===== config.mk =====
export PLATFORM = sky130hd
export DESIGN_NAME = bcd_event_counter
export DESIGN_NICKNAME = d
export VERILOG_FILES = /design/src/rtl/bcd_event_counter.sv
export SDC_FILE = /design/constraint.sdc
export NUM_CORES = 1
export LEC_CHECK = 0
export ABC_AREA = 1
export CAP_MARGIN = 30
export CORE_MARGIN = 3
export CORE_UTILIZATION = 25
export DETAILED_ROUTE_END_ITERATION = 6
export PLACE_DENSITY = 0.46
export REMOVE_ABC_BUFFERS = 1
export SYNTH_ARGS = -nofsm -noshare
export SYNTH_HDL_FRONTEND = slang
export SYNTH_SLANG_ARGS = --single-unit

===== constraint.sdc =====
create_clock -name clk -period 2.7 [get_ports clk]
set_clock_uncertainty 0.05 [all_clocks]
set_input_delay 0.54 -clock clk [delete_from_list [all_inputs] [get_ports clk]]
set_output_delay 0.54 -clock clk [all_outputs]
set_load 0.005 [all_outputs]

===== src/rtl/bcd_event_counter.sv =====
// Multi-digit BCD accumulator for upstream decade-stage carry pulses,
// with run/hold/clear FSM, compare match, overflow and snapshot handshake.
module bcd_event_counter #(
    parameter int DIGITS = 4,
    parameter int CNT_W  = 4 * DIGITS
) (
    input  logic             clk,
    input  logic             rstn,
    input  logic             tick_in,
    input  logic             start,
    input  logic             stop,
    input  logic             clear,
    input  logic             cmp_en,
    input  logic [CNT_W-1:0] cmp_val,
    input  logic             snap,
    input  logic             snap_ack,
    output logic [CNT_W-1:0] bcd_cnt,
    output logic [1:0]       state,
    output logic             match,
    output logic             wrap,
    output logic             ovf,
    output logic [CNT_W-1:0] snap_bcd,
    output logic             snap_valid,
    output logic             snap_lost
);

    typedef enum logic [1:0] {
        IDLE = 2'b00,
        RUN  = 2'b01,
        HOLD = 2'b10
    } state_t;

    state_t           cur;
    state_t           nxt;
    logic [CNT_W-1:0] inc;
    logic             all9;
    logic             carry;
    logic [3:0]       d;
    logic             cnt_en;
    logic             cnt_chg;

    assign state  = cur;
    // stop and clear both swallow a coincident tick
    assign cnt_en = (cur == RUN) && tick_in && !clear && !stop;

    always_comb begin
        nxt = cur;
        priority case (1'b1)
            clear:                nxt = IDLE;
            stop && cur == RUN:   nxt = HOLD;
            start && cur != RUN:  nxt = RUN;
            default:              nxt = cur;
        endcase
    end

    always_comb begin
        inc   = '0;
        carry = 1'b1;
        d     = '0;
        for (int k = 0; k < DIGITS; k++) begin
            d = bcd_cnt[4*k +: 4];
            if (carry && d == 4'd9) begin
                inc[4*k +: 4] = 4'd0;
            end else if (carry) begin
                inc[4*k +: 4] = d + 4'd1;
                carry         = 1'b0;
            end else begin
                inc[4*k +: 4] = d;
            end
        end
        all9 = carry;
    end

    always_ff @(posedge clk or negedge rstn) begin
        if (!rstn) begin
            cur     <= IDLE;
            bcd_cnt <= '0;
            wrap    <= 1'b0;
            ovf     <= 1'b0;
            cnt_chg <= 1'b0;
            match   <= 1'b0;
        end else begin
            cur     <= nxt;
            wrap    <= cnt_en && all9;
            cnt_chg <= cnt_en;
            // compare the value made visible by the previous counted tick
            match   <= cnt_chg && cmp_en && (bcd_cnt == cmp_val);
            if (clear) begin
                bcd_cnt <= '0;
                ovf     <= 1'b0;
            end else if (cnt_en) begin
                bcd_cnt <= inc;
                if (all9) ovf <= 1'b1;
            end
        end
    end

    always_ff @(posedge clk or negedge rstn) begin
        if (!rstn) begin
            snap_bcd   <= '0;
            snap_valid <= 1'b0;
            snap_lost  <= 1'b0;
        end else if (snap) begin
            snap_bcd   <= bcd_cnt;
            snap_valid <= 1'b1;
            if (snap_valid && !snap_ack) snap_lost <= 1'b1;
        end else if (snap_ack) begin
            snap_valid <= 1'b0;
        end
    end

endmodule


# Word-level counts from Yosys, hierarchy flattened
# Index checks and enable logic that the tools add are counted.
# classes
n_addsub	4
reduce_logical	27
eq_ne	7
muxes	21
# op_table
op	count
16-bit 2-to-1 mux	2
4-bit 2-to-1 mux	7
4-bit by 1-bit adder with 4-bit output, second input constant	4
16-bit equality test	1
4-bit equality test, second input constant	4
1-bit logical AND	12
3-bit nonzero test	4
2-bit AND reduction	5
1-bit 2-to-1 mux	9
2-bit 2-to-1 mux	3
2-bit nonzero test	3
1-bit zero test	3
2-bit by 1-bit equality test with 1-bit output, second input constant	1
2-bit by 1-bit != test with 1-bit output, second input constant	1
# totals
out_inout_bits	39
elab_cells	71
input_bits	25
regBits	40

# Depth between registers and ports, before layout
# Gate-level depths: netlist of run 1.
# depth
ltp_word	11
mapped_depth	9
mapped_depth_nobuf	9

# Least setup slack after synthesis of run 1
# Ideal clock, no wire load.
# synth_path
kind	register to register
start	register bcd_cnt[1]
end	register bcd_cnt[12]
period_less_slack_ns	1.465
t_arrival_ns	1.293
slack_ns	1.235
n_path_buf	0
setup_time_ns	0.122
t_required_ns	2.528
path_stages_with_launch	8
cell_sequence	dfrtp_1 -> inv_1 -> ha_1 -> nand3_4 -> nor2_4 -> nand3_1 -> nand3_1 -> o21ai_1
# synth_via
elab_chain_cells	10
elab_cells_between_ends	12
cone_classes	eq/ne: 1; mux: 6; reduce/logical: 5
# synth_rtl
item	line	text
start, declared	17	output logic [CNT_W-1:0] bcd_cnt,
start signal, assigned	92	bcd_cnt <= inc;
4-bit equality test *	62	if (carry && d == 4'd9) begin
1-bit 2-to-1 mux *	62	
1-bit logical AND	62	
1-bit 2-to-1 mux *	62	
1-bit logical AND	62	
1-bit 2-to-1 mux *	62	
1-bit logical AND	62	
4-bit 2-to-1 mux	62	
16-bit 2-to-1 mux	91	end else if (cnt_en) begin
16-bit 2-to-1 mux	88	if (clear) begin
# Every way passes the cells marked *; elsewhere a longest branch is shown, timed or not. The select of a mux whose other input is x is not followed.
# A chain may end at the register's enable or synchronous reset.

# Worst setup path in the final report of run 1
# layout_path
start	register bcd_cnt[4]
end	output port bcd_cnt[4]
# No word-level cell between the ends.

==> results of run 1 <==
layout by cell type, fill, tap and decap left out, types with 2 or more instances in the layout:
cell type / instances
sky130_fd_sc_hd__nand3_1: 17
sky130_fd_sc_hd__nand4_1: 3
sky130_fd_sc_hd__nand2_4: 2
sky130_fd_sc_hd__o21ai_0: 21
sky130_fd_sc_hd__ha_1: 8
sky130_fd_sc_hd__nand2_2: 3
sky130_fd_sc_hd__dfrtp_1: 40
sky130_fd_sc_hd__inv_1: 34
sky130_fd_sc_hd__nor2_1: 17
sky130_fd_sc_hd__clkbuf_8: 6
sky130_fd_sc_hd__o22ai_1: 3
sky130_fd_sc_hd__nand2_1: 71
sky130_fd_sc_hd__clkbuf_1: 2
sky130_fd_sc_hd__xor2_1: 7
sky130_fd_sc_hd__o21ai_1: 10
sky130_fd_sc_hd__nand3b_1: 2
sky130_fd_sc_hd__a21oi_1: 4
sky130_fd_sc_hd__clkdlybuf4s50_1: 62
sky130_fd_sc_hd__buf_4: 3
sky130_fd_sc_hd__xnor2_1: 3
cell usage after synthesis, types with 2 or more instances:
cell                       instances  share of area [%]
sky130_fd_sc_hd__nand2_1          71                 13
sky130_fd_sc_hd__dfrtp_1          40                 48
sky130_fd_sc_hd__inv_1            34                6.1
sky130_fd_sc_hd__o21ai_0          21                5.0
sky130_fd_sc_hd__nand3_1          17                4.1
sky130_fd_sc_hd__nor2_1           17                3.1
sky130_fd_sc_hd__o21ai_1          10                2.4
sky130_fd_sc_hd__ha_1              8                4.8
sky130_fd_sc_hd__xor2_1            7                2.9
sky130_fd_sc_hd__a21oi_1           4               0.96
sky130_fd_sc_hd__clkbuf_1          4               0.72
sky130_fd_sc_hd__nand2_2           3               0.90
sky130_fd_sc_hd__nand4_1           3               0.90
sky130_fd_sc_hd__o22ai_1           3               0.90
sky130_fd_sc_hd__xnor2_1           3                1.3
sky130_fd_sc_hd__nand2_4           2                1.1
sky130_fd_sc_hd__nand3b_1          2               0.72
layout make-up:
class / instances / area [um2] / area share (%)
multi-input cells: 178 / 942.2 / 32.04
clock buffers: 8 / 90.09 / 3.064
flip-flops and latches: 40 / 1001 / 34.04
repair buffers: 66 / 648.1 / 22.04
inverters: 35 / 131.4 / 4.468
well taps: 102 / 127.6 / 4.340
cells by family (layout without fill, tap and decap cells):
kind of cell               after synthesis  in the layout
AOI/OAI and AO/OA                       41             41
adders and majority gates                8              8
xor gates and xnor gates                10             10
DFF                                     40             40
and+or+nand+nor                        119            119
buffers and inverters                   39            109
metal layers:
metal	share of wire, %	up-vias
met4	1.9	0
met2	43	46
met1	50	866
met3	5.1	8
met5	0	-
li1	-	954
path summary, 6_finish.rpt:
kind                       slack (ps)          end        start  cells past startpoint
min in group clk                  430  snap_bcd[4]  snap_bcd[4]                      2
max                               690   bcd_cnt[4]   bcd_cnt[4]                      1
min                               120  snap_bcd[4]         rstn                      1
max reg2reg                       970   bcd_cnt[8]   bcd_cnt[1]                      7
min reg2reg                       430  snap_bcd[4]  snap_bcd[4]                      2
max in group asynchronous        1920   bcd_cnt[9]         rstn                      2
metrics by stage:
stage,cell area [um2],power (W)
3_5_place_dp,2850,0.001207
6_report,2940,0.001609
2_1_floorplan,2074,0.0009405
5_1_grt,2940,0.001726
3_3_place_gp,2850,0.001208
4_1_cts,2940,0.001641
report_power, final:
group          total (W)  internal [W]  switching [W]  leakage, nW
Clock           0.000420      0.000209       0.000212       0.0455
Combinational   0.000439      0.000237       0.000202        0.783
Sequential      0.000750      0.000669      0.0000804        0.533
Total            0.00161       0.00112       0.000493         1.36
sequential cells by signal, indices dropped and copies added (netlist names):
| register | flops |
|---|---|
| snap_bcd | 16 |
| bcd_cnt | 16 |
| snap_lost | 1 |
| ovf | 1 |
| cnt_chg | 1 |
| state | 2 |
| wrap | 1 |
| match | 1 |
| snap_valid | 1 |
==> metrics.md, run 1 <==
| Metric | Value |
|---|---|
| Post-synthesis async set-or-reset flop share | 100.0% |
| Pre-Repair DR Iteration Count | 4 |
| Portion of the post-synthesis area used by sequential elements | 47.90% |
| Synth Area in Simple Gates | 25.69% |
| Global-route wire length before repair | 10.09 mm |
| Width of the die | 97.42 um |
| Number of port buffers | 63 |
| All-Layer GR Usage | 12.94% |
| Number of failing hold endpoints at the final stage | 0 |
| Placed Cells incl. Taps | 421 |
| Final min period | 2006 ps |
| Crit share post-route | 74.30% |
| Number of cell rows | 32 |
| Worst setup timing slack at the placement stage | 477.3 ps |
| Class of the most critical hold timing path | in -> async |
| Kind of capture point of the worst setup path | primary output |
| Total number of vias | 1874 |
| Number of fillers in the final layout | 855 |
| Boundary Pins | 64 |
| Setup repair after global routing missed its margin | false |
| Post-CTS resize count | 0 |
| Clock sinks | 40 |
| Met3 layer usage reported by global route | 3.661% |
| Path type of the worst setup path | reg -> out |
| Detail Route Antenna Nets | 0 |
| Fmax | 0.4985 GHz |
| Antenna diode instance count | 0 |
| Clock H-tree levels | 2 |
| Detail-routed net length per standard cell | 13.52 um |
| Run status | completed |
| Relative slew margins | 72.67% |
| Final Non-Filler Cells | 429 |
| Cell area after technology mapping | 2090 um2 |
| Portion of netlist area occupied by mux cells | 0% |
| Dominant combinational cell family by area after synthesis | simple AND/OR/NAND/NOR gates |
| Gr ovfl total | 0 |
| Setup fix buffers added after clock tree synthesis | 0 |
| Yosys warning count | 0 |
| P_leak | 1.362 nW |
| Launching element type of the critical path | flip-flop |
| CTS root buffer | sky130_fd_sc_hd__clkbuf_8 |
| Routing layer with the top usage in global route | met2 |
| Nets@finish | 359 |
| Maximum number of pins on one net before global-route repair | 32 |
| Full die area | 9491 um2 |
| Max-slew violation count | 0 |
| Fin Hold WS | 120.6 ps |
| Via density | 4.368 |
| Max-cap check violation count | 0 |
| Total half-perimeter wirelength after legalization and detailed placement | 4.317 mm |
| Cell-by-cell trace of the critical path | clkdlybuf4s50_1 |
| Buf+Inv Stages, Crit Path | 1 |
| Number of remaining DRC errors | 0 |
| Number of distinct library cells after synthesis | 25 |
| Met2 demand-to-capacity share in global routing | 19.29% |
| Clk pin slew, worst setup/hold paths | 80 ps |
| Setup-failing EPs final | 0 |
| Synthesis-stage register bit count | 40 |
| Pwr per Cell Area | 547.1 nW/um2 |
| DIE HEIGHT | 97.42 um |
| Maximum buffer depth of the clock tree | 2 |
| Synth-to-layout area growth | 40.72% |
| Worst ir drop on vdd | 0.1731 mV |
| Number of hold buffers added after cts | 0 |
| Clock insertion delay at the later pin of the skew report | 290 ps |
| XOR/XNOR Fraction of Synth Area | 4.192% |
| Worst Path Max Fanout | 9 |
| Min setup slack post-route | 694.0 ps |
| Ys flop type | sky130_fd_sc_hd__dfrtp_1 |
| Core footprint | 7928 um2 |
| Synth Area in Compound Gates | 10.42% |
| Initial cell density of the core | 26.36% |
| TritonCTS clock tree | yes |
| Number of global-route vias before repair | 1964 |
| GPL Wtd Cong | 0.7917 |
| Fraction of layout cells with a size suffix above 1 | 6.116% |
| Global Route met1 Usage | 18.05% |
| DRC marker count from the first detailed-route iteration | 37 |
| Required time of the critical path | 2110 ps |
| Post-synthesis cell count | 257 |
| Final design utilization | 37.09% |
| Count of flip-flops with a built-in enable after synthesis | 0 |
| Crit path max-delay cell type | sky130_fd_sc_hd__clkdlybuf4s50_1 |
| Total CTS buffers | 5 |
| Antenna violations before repair | 0 |
| Largest stage delay, worst path | 570 ps |
| Synthesized-area fraction occupied by adder cells | 4.790% |
| Crit-path leading delay family | buffers and inverters |
| Final total negative setup slack | 0 ps |
| Data arrival time at the worst-slack endpoint | 1420 ps |
| Worst-margin pin slew | 409.9 ps |
| Mapped Avg Cell Area | 8.130 um2 |
| Total Wirelength | 5.799 mm |
No activity file was read; power rests on OpenSTA's default activity.
==> run 2, diff against run 1 <==
--- a/config.mk
+++ b/config.mk
@@ -10,7 +10,7 @@
 export CORE_MARGIN = 3
 export CORE_UTILIZATION = 25
 export DETAILED_ROUTE_END_ITERATION = 6
-export PLACE_DENSITY = 0.46
+export PLACE_DENSITY = 0.48
 export REMOVE_ABC_BUFFERS = 1
 export SYNTH_ARGS = -nofsm -noshare
 export SYNTH_HDL_FRONTEND = slang
==> constraint.sdc (replaced) <==
create_clock -name clk -period 1.8 [get_ports clk]
set_clock_uncertainty 0.05 [all_clocks]
set_input_delay 0.36 -clock clk [delete_from_list [all_inputs] [get_ports clk]]
set_output_delay 0.36 -clock clk [all_outputs]
set_load 0.005 [all_outputs]
==> run 2 against run 1 <==
Register-to-register slack worse by 780 ps; design area is 4.7% higher; flip-flop and latch count stayed put; non-clock buffer count is 12 higher; combinational power is 72% higher; critical path type unchanged.
==> metrics.md, run 2 (synthesis results as in run 1) <==
| Metric | Value |
|---|---|
| Final min period | 1717 ps |
| Setup-failing EPs final | 0 |
| DIE HEIGHT | 97.42 um |
| Class of the most critical hold timing path | reg -> reg |
| Core footprint | 7928 um2 |
| Total Wirelength | 5.794 mm |
| Highest-count cells in the layout ignoring fill and taps | sky130_fd_sc_hd__nand2_1 (71), sky130_fd_sc_hd__clkdlybuf4s50_1 (62), sky130_fd_sc_hd__dfrtp_1 (37) |
| Final Non-Filler Cells | 441 |
| CTS root buffer | sky130_fd_sc_hd__clkbuf_8 |
| Startpoint of the worst-slack reg-to-reg timing path | bcd_cnt[5] |
| Detail Route Antenna Nets | 0 |
| Total CTS buffers | 5 |
| Relative slew margins | 77.46% |
| Capture instance of the worst register-to-register path | bcd_cnt[9] |
| Antenna diode instance count | 0 |
| Full die area | 9491 um2 |
| Number of remaining DRC errors | 0 |
| Required time of the critical path | 1390 ps |
| Most common cell after layout, fill and taps aside | sky130_fd_sc_hd__nand2_1 |
| DRC marker count from the first detailed-route iteration | 66 |
| Worst ir drop on vdd | 0.3078 mV |
| R2R Setup Slk | 190 ps |
| Crit share post-route | 95.40% |
| Maximum number of pins on one net before global-route repair | 41 |
| Antenna violations before repair | 0 |
| Number of port buffers | 63 |
| Data arrival time at the worst-slack endpoint | 1310 ps |
| Total half-perimeter wirelength after legalization and detailed placement | 4.422 mm |
| Setup repair after global routing missed its margin | false |
| Fraction of layout cells with a size suffix above 1 | 10.32% |
| Number of global-route vias before repair | 1852 |
| Maximum buffer depth of the clock tree | 2 |
| Worst reg2reg path depth | 7 |
| Setup fix buffers added after clock tree synthesis | 0 |
| Clock sinks | 40 |
| Launch point of the worst hold path | snap_lost |
| Pwr per Cell Area | 843.7 nW/um2 |
| Fmax | 0.5824 GHz |
| Nets@finish | 371 |
| Fin Hold WS | 429.8 ps |
| Final total negative setup slack | 0 ps |
| Synth-to-layout area growth | 47.37% |
| Initial cell density of the core | 26.36% |
| Kind of capture point of the worst setup path | primary output |
| GPL Wtd Cong | 0.7852 |
| Clock insertion delay at the later pin of the skew report | 300 ps |
| Total number of vias | 1888 |
| Clock H-tree levels | 2 |
| Gr ovfl total | 0 |
| TritonCTS clock tree | yes |
| Launching element type of the critical path | flip-flop |
| All-Layer GR Usage | 12.66% |
| Max-slew violation count | 0 |
| Number of failing hold endpoints at the final stage | 0 |
| Global-route wire length before repair | 9.680 mm |
| Max-cap check violation count | 0 |
| Placed Cells incl. Taps | 432 |
| Boundary Pins | 64 |
| Via density | 4.281 |
| Pre-Repair DR Iteration Count | 4 |
| Worst Path Max Fanout | 5 |
| Detail-routed net length per standard cell | 13.14 um |
| Width of the die | 97.42 um |
| Destination of the worst hold path | snap_lost |
| P_leak | 1.434 nW |
| Cell depth of the worst min-delay path | 1 |
| Total power | 0.002598 W |
| Clk pin slew, worst setup/hold paths | 80 ps |
| Worst-margin pin slew | 336.9 ps |
| Number of cell rows | 32 |
| Run status | completed |
| Path type of the worst setup path | reg -> out |
## run 2: cell count changes in the layout (fill, tap and decap cells not counted), sizes merged
cell         change
clkbuf           -2
dlygate4sd3      +1
bufinv           +1
clkinv           +1
buf             +11
## run 2: how the worst max path moves through the flow
stage	endpoint	from
floorplan	bcd_cnt[12]	bcd_cnt[1]
global placement	bcd_cnt[10]	clear
global route	bcd_cnt[14]	bcd_cnt[5]
detailed placement	bcd_cnt[9]	clear
CTS	bcd_cnt[7]	bcd_cnt[7]
finish	bcd_cnt[9]	bcd_cnt[9]
## run 2: worst max-delay path: stages (launching register included)
cell and delay [ps]:
sky130_fd_sc_hd__dfrtp_1 360, sky130_fd_sc_hd__buf_4 140, sky130_fd_sc_hd__clkdlybuf4s50_1 520
## run 2: per-stage QoR
stage	utilization [%]	worst slack, ps	cell area [um2]
3_3_place_gp	37.31	71.35	2958
6_report	38.84	82.89	3079
5_1_grt	38.84	22.93	3079
2_1_floorplan	-	335.4	2074
3_5_place_dp	37.31	46.93	2958
4_1_cts	38.83	33.19	3078
## run 2: cell type report
cell class	instances	area (um2)
fillers	822	4848
repair buffers	78	765.7
clock inverters	2	35.03
multi-input cells	178	942.2
flip-flops and latches	40	1005
inverters	35	131.4
well taps	102	127.6
clock buffers	6	72.57
## run 2: layer usage
metal	up-vias	wire [um]	share of wire [%]	GRT usage, %
met1	859	2898	50	17.73
met2	45	2530	44	19.24
met5	-	0	0	0
li1	978	-	-	-
met4	0	65	1.1	3.514
met3	6	300	5.2	3.374
## run 2: timing repair
action / in CTS / in global routing
resized for setup: 2 / 1
endpoints found under the setup margin: 2 / 1
endpoints found under the hold margin: 40 / 0
hold buffers: 1 / 0
## run 2: power by group
group          leakage [nW]  switching [W]  total (W)  internal (W)
clock network        0.0552       0.000333   0.000745      0.000412
logic                 0.850       0.000344   0.000756      0.000413
registers             0.529      0.0000913    0.00110       0.00101
==> run 3, diff against run 2 <==
--- a/config.mk
+++ b/config.mk
@@ -9,6 +9,8 @@
 export CAP_MARGIN = 30
 export CORE_MARGIN = 3
 export CORE_UTILIZATION = 25
+export CTS_CLUSTER_DIAMETER = 120
+export CTS_CLUSTER_SIZE = 14
 export DETAILED_ROUTE_END_ITERATION = 6
 export PLACE_DENSITY = 0.48
 export REMOVE_ABC_BUFFERS = 1
==> results of run 3 <==
Final layout, timing and power as in run 2 (identical DEF).
